### src/rtl/serial_adder_pkg.sv
// Shared definitions for serial_adder: FSM state encoding and default operand width.
package serial_adder_pkg;

   localparam int unsigned DefaultWidth = 8;

   typedef enum logic [1:0] {
      StIdle = 2'd0,
      StRun  = 2'd1,
      StFin  = 2'd2
   } state_e;

endpackage

### src/rtl/serial_adder_full_adder_slice.sv
// One-bit full adder used by serial_adder to process a single operand bit per cycle.
module full_adder_slice (
   input  logic a,
   input  logic b,
   input  logic cin,
   output logic sum,
   output logic cout
);

   assign sum  = a ^ b ^ cin;
   assign cout = (a & b) | (cin & (a ^ b));

endmodule

### src/rtl/serial_adder.sv
// Bit-serial add/subtract unit, LSB first, one bit per clock through a single full-adder slice.
// Optional signed-overflow output OVF is built only when SERIAL_ADDER_OVF_EN is defined.
module serial_adder
   import serial_adder_pkg::*;
#(
   parameter int unsigned WIDTH = DefaultWidth
) (
   input  logic             CLK,
   input  logic             RST_N,
   input  logic             START,
   input  logic [WIDTH-1:0] A,
   input  logic [WIDTH-1:0] B,
   input  logic             CIN,
   input  logic             SUB,
   output logic             BUSY,
   output logic             DONE,
   output logic [WIDTH-1:0] SUM,
`ifdef SERIAL_ADDER_OVF_EN
   output logic             OVF,
`endif
   output logic             COUT
);

   localparam int unsigned     CntW    = $clog2(WIDTH + 1);
   localparam logic [CntW-1:0] LastBit = CntW'(WIDTH - 1);

   state_e           state_q, state_d;
   logic [WIDTH-1:0] a_q, b_q, res_q;
   logic [CntW-1:0]  cnt_q;
   logic             carry_q;
   logic             bit_sum, bit_cout;
   logic             last_bit;

   full_adder_slice u_slice (
      .a    (a_q[0]),
      .b    (b_q[0]),
      .cin  (carry_q),
      .sum  (bit_sum),
      .cout (bit_cout)
   );

   assign last_bit = (cnt_q == LastBit);

   always_ff @(posedge CLK) begin
      if (!RST_N) begin
         state_q <= StIdle;
      end else begin
         state_q <= state_d;
      end
   end

   always_comb begin
      state_d = state_q;
      unique case (state_q)
         StIdle:  if (START) state_d = StRun;
         StRun:   if (last_bit) state_d = StFin;
         StFin:   state_d = StIdle;
         default: state_d = StIdle;
      endcase
   end

   always_comb begin
      BUSY = (state_q == StRun);
      DONE = (state_q == StFin);
   end

   // Subtraction is A + ~B + ~borrow, so B and the carry are pre-inverted on acceptance.
   always_ff @(posedge CLK) begin
      if (!RST_N) begin
         a_q     <= '0;
         b_q     <= '0;
         res_q   <= '0;
         cnt_q   <= '0;
         carry_q <= 1'b0;
         SUM     <= '0;
         COUT    <= 1'b0;
`ifdef SERIAL_ADDER_OVF_EN
         OVF     <= 1'b0;
`endif
      end else begin
         unique case (state_q)
            StIdle: begin
               if (START) begin
                  a_q     <= A;
                  b_q     <= B ^ {WIDTH{SUB}};
                  carry_q <= CIN ^ SUB;
                  cnt_q   <= '0;
               end
            end
            StRun: begin
               a_q     <= a_q >> 1;
               b_q     <= b_q >> 1;
               res_q   <= {bit_sum, res_q[WIDTH-1:1]};
               carry_q <= bit_cout;
               cnt_q   <= cnt_q + 1'b1;
               if (last_bit) begin
                  SUM  <= {bit_sum, res_q[WIDTH-1:1]};
                  COUT <= bit_cout;
`ifdef SERIAL_ADDER_OVF_EN
                  // carry_q is the carry into the MSB during the final slice
                  OVF  <= carry_q ^ bit_cout;
`endif
               end
            end
            default: begin
            end
         endcase
      end
   end

endmodule

### config.mk
export PLATFORM = sky130hd
export DESIGN_NAME = serial_adder
export DESIGN_NICKNAME = d
export VERILOG_FILES = /design/src/rtl/serial_adder_pkg.sv /design/src/rtl/serial_adder_full_adder_slice.sv /design/src/rtl/serial_adder.sv
export SDC_FILE = /design/constraint.sdc
export NUM_CORES = 1
export LEC_CHECK = 0
export CAP_MARGIN = 5
export CORE_UTILIZATION = 55
export CTS_CLUSTER_DIAMETER = 200
export DETAILED_ROUTE_END_ITERATION = 8
export GPL_TIMING_DRIVEN = 0
export PLACE_DENSITY = 0.83
export SYNTH_ARGS = -nofsm -noshare
export SYNTH_HDL_FRONTEND = slang
export SYNTH_SLANG_ARGS = --single-unit
### constraint.sdc
create_clock -name CLK -period 2.8 [get_ports CLK]
set_clock_uncertainty 0.15 [all_clocks]
set_input_delay 0.42 -clock CLK [delete_from_list [all_inputs] [get_ports CLK]]
set_output_delay 0.42 -clock CLK [all_outputs]
set_load 0.01 [all_outputs]
==> results.cfg <==
[timing]
min_period_ns = 2.48
finalCritPeriodShare = 0.885
relSlewSlack = 0.683
rsz0062_at_grt = no
setup_viol = 0
tightest_slew_ns = 0.475
fmax_ghz = 0.404
maxSlewViolCount = 0
finalHoldViolations = 0
setup_tns_ns = 0

[power_and_ir_drop]
internal-power_uw = 744
p_leak_nw = 0.758
power_frac_seq = 0.578
pwr-share-comb = 0.136
pwr-share-clk = 0.287
p_sw_frac = 0.281
p_per_area_nw_per_um2 = 481
p_sw_uw = 290
vdd_drop_max_mv = 0.355

[layout]
drive_gt1_frac = 0.107
nets = 255
final_cell_mix = 44 x nand2_1, 39 x dfxtp_1, 30 x clkdlybuf4s50_1, 15 x a21oi_1, 12 x o21ai_0
antenna_cells = 0
final_area_um2 = 2150
fillers = 254
ff_latch_area_um2 = 781
multi_input_area_um2 = 851
final_common_cell = nand2_1
syn2layout_area_growth_pct = 23.8

[clock_tree]
cts_tree = built
path_clk_slew_ns = 0.13
clockBufferDepth = 2
htree_num_levels = 2
post_cts_buffers = 0
clkLatencyLatePin_ns = 0.36
cts.sinks = 39
numCtsBuffers = 5
post_cts_resized = 0
root_buffer = clkbuf_4
cts_hold_buf = 0

[placement]
portBuffers = 30
place_congestion = 0.755
placed_cell_area_um2 = 2090
dp_hpwl_um = 2820

[global_routing]
grtUsageTotal = 0.250
grt_max_degree = 14
grt-ovfl-total = 0
grt_first_pass_wirelength_um = 6300
grt_antenna_before_repair = 0
grt_pass1_vias = 1481

[worst_setup_path]
cp_common_cell = buf_6
worstPathCellList = buf_6 -> nand2b_4 -> buf_6 -> inv_2 -> buf_6 -> clkdlybuf4s50_1
cp.arrival_ns = 1.91
worstPathRequired_ns = 2.23
critPathMaxFanout = 10
start_kind = flop
end_kind = output port
cpPeakStageDelay_ns = 0.55
cp_slowest_cell = clkdlybuf4s50_1
worstSetupPathType = reg -> out

[synthesis]
netlist_area_um2 = 1740
yosysUniqueCellTypes = 37
synth-edff-count = 0
async_reset_ff_frac = 0
avgSynthCellArea_um2 = 8.91
synthCells = 195
syn_nets = 218
synth_top_area_cell = dfxtp_1
yosysTopAreaCellShare = 0.449
yosys_warnings = 0
yosysSeqAreaShare = 0.449
synth_ff_type = dfxtp_1
ys_ff_latch = 39
netlist_top_cells_area = dfxtp_1 45%, nand2_1 9.5%, mux2i_1 5.2%, xor2_1 4.5%, a21oi_1 4.3%

[worst_hold_path]
min_path_type = reg -> reg

[detailed_routing]
routed_via_density = 5.60
drc = 0
wirelength_um = 3940
routedWlPerCell_um = 14.2
routed-via-count = 1552
dr.pass1.iters = 4
final_antenna_net_count = 0
first_iter_violations = 79

[floorplanning]
ioPinCount = 32
coreArea_um2 = 3030
dieWidth_um = 58.2
start_util = 0.574
die_h_um = 58.2
rows = 20
die-area_um2 = 3390

[flow_run]
maxCapViolCount = 0

[run_status]
status = finished, final reports clean
## cells by family after synthesis
group	Yosys count	synth area share
multiplexers	9	0.0518
flip-flops	39	0.449
buffers and inverters	19	0.0612
adder cells (fa/ha/maj)	2	0.0187
AND/OR/NAND/NOR	61	0.162
XOR/XNOR	9	0.0454
AO/OA/AOI/OAI	56	0.212
## sequential cells by signal (all words and copies together), names as in the netlist
signal   count
COUT         1
SUM          8
a_q          8
b_q          8
carry_q      1
cnt_q        4
res_q        7
state_q      2
## critical path, delay by kind of cell, from the launching register on
kind          cells  cell delay [ns]
flops             1             0.36
buf+inv           5             1.14
simple gates      1             0.05
## cells in the mapped netlist (2+ instances only)
cell type  count
o22ai_1        4
nor2_1         3
clkbuf_1       5
a22oi_1       10
nand3_1        3
buf_4          2
inv_1          4
a21oi_1       15
mux2i_1        9
dfxtp_1       39
nand2_1       44
o21ai_0       12
or3b_2         3
xor2_1         9
buf_2          3
o221ai_1       7
buf_6          3
## stage by stage
| step | setup slack, ns | total power [mW] | utilization | cells | hold WS [ns] |
|---|---|---|---|---|---|
| 6_report | 0.323 | 1.03 | 0.710 | 277 | 0.319 |
| 5_1_grt | 0.224 | 1.07 | 0.710 | 277 | 0.343 |
| 4_1_cts | 0.318 | 1.03 | 0.710 | 277 | 0.321 |
| 3_5_place_dp | 0.711 | 0.749 | 0.691 | 269 | 0.302 |
| 3_3_place_gp | 0.754 | 0.740 | 0.691 | 269 | 0.292 |
| 2_1_floorplan | 1.37 | 0.692 | - | 195 | 0.287 |
## area by class of cell
cell class / instances / share of cell area
buffer: 14 / 0.0407
sequential: 39 / 0.363
clock inverter: 3 / 0.00931
tap: 44 / 0.0256
timing repair buffer: 30 / 0.140
clock buffer: 5 / 0.0175
inverter: 5 / 0.00873
multi-input combinational: 137 / 0.396
## power by group through the flow
stage          clock network (mW)  registers (mW)  logic [mW]
2_1_floorplan                   0           0.604      0.0876
3_3_place_gp                    0           0.608       0.132
3_5_place_dp                    0           0.609       0.139
4_1_cts                     0.297           0.597       0.140
5_1_grt                     0.320           0.600       0.154
6_report                    0.296           0.597       0.140
## final timing paths
kind | cells past startpoint | startpoint | slack (ns) | to
worst max register to register | 5 | cnt_q[0]$_SDFFE_PN0P_ | 1.31 | COUT$_SDFFE_PN0P_
worst min-delay path | 2 | res_q[1]$_SDFFE_PN0P_ | 0.32 | res_q[1]$_SDFFE_PN0P_
worst max-delay path | 6 | state_q[0]$_SDFFE_PN0P_ | 0.32 | BUSY
worst min register to register | 2 | res_q[1]$_SDFFE_PN0P_ | 0.32 | res_q[1]$_SDFFE_PN0P_
## routing by layer
layer	share of wire	global-route usage	wire, um
met5	0	0	0
met4	0.021	0.133	84
met3	0.061	0.0804	239
met2	0.51	0.425	1990
met1	0.41	0.277	1630
Power figures use the tool's default switching activity.
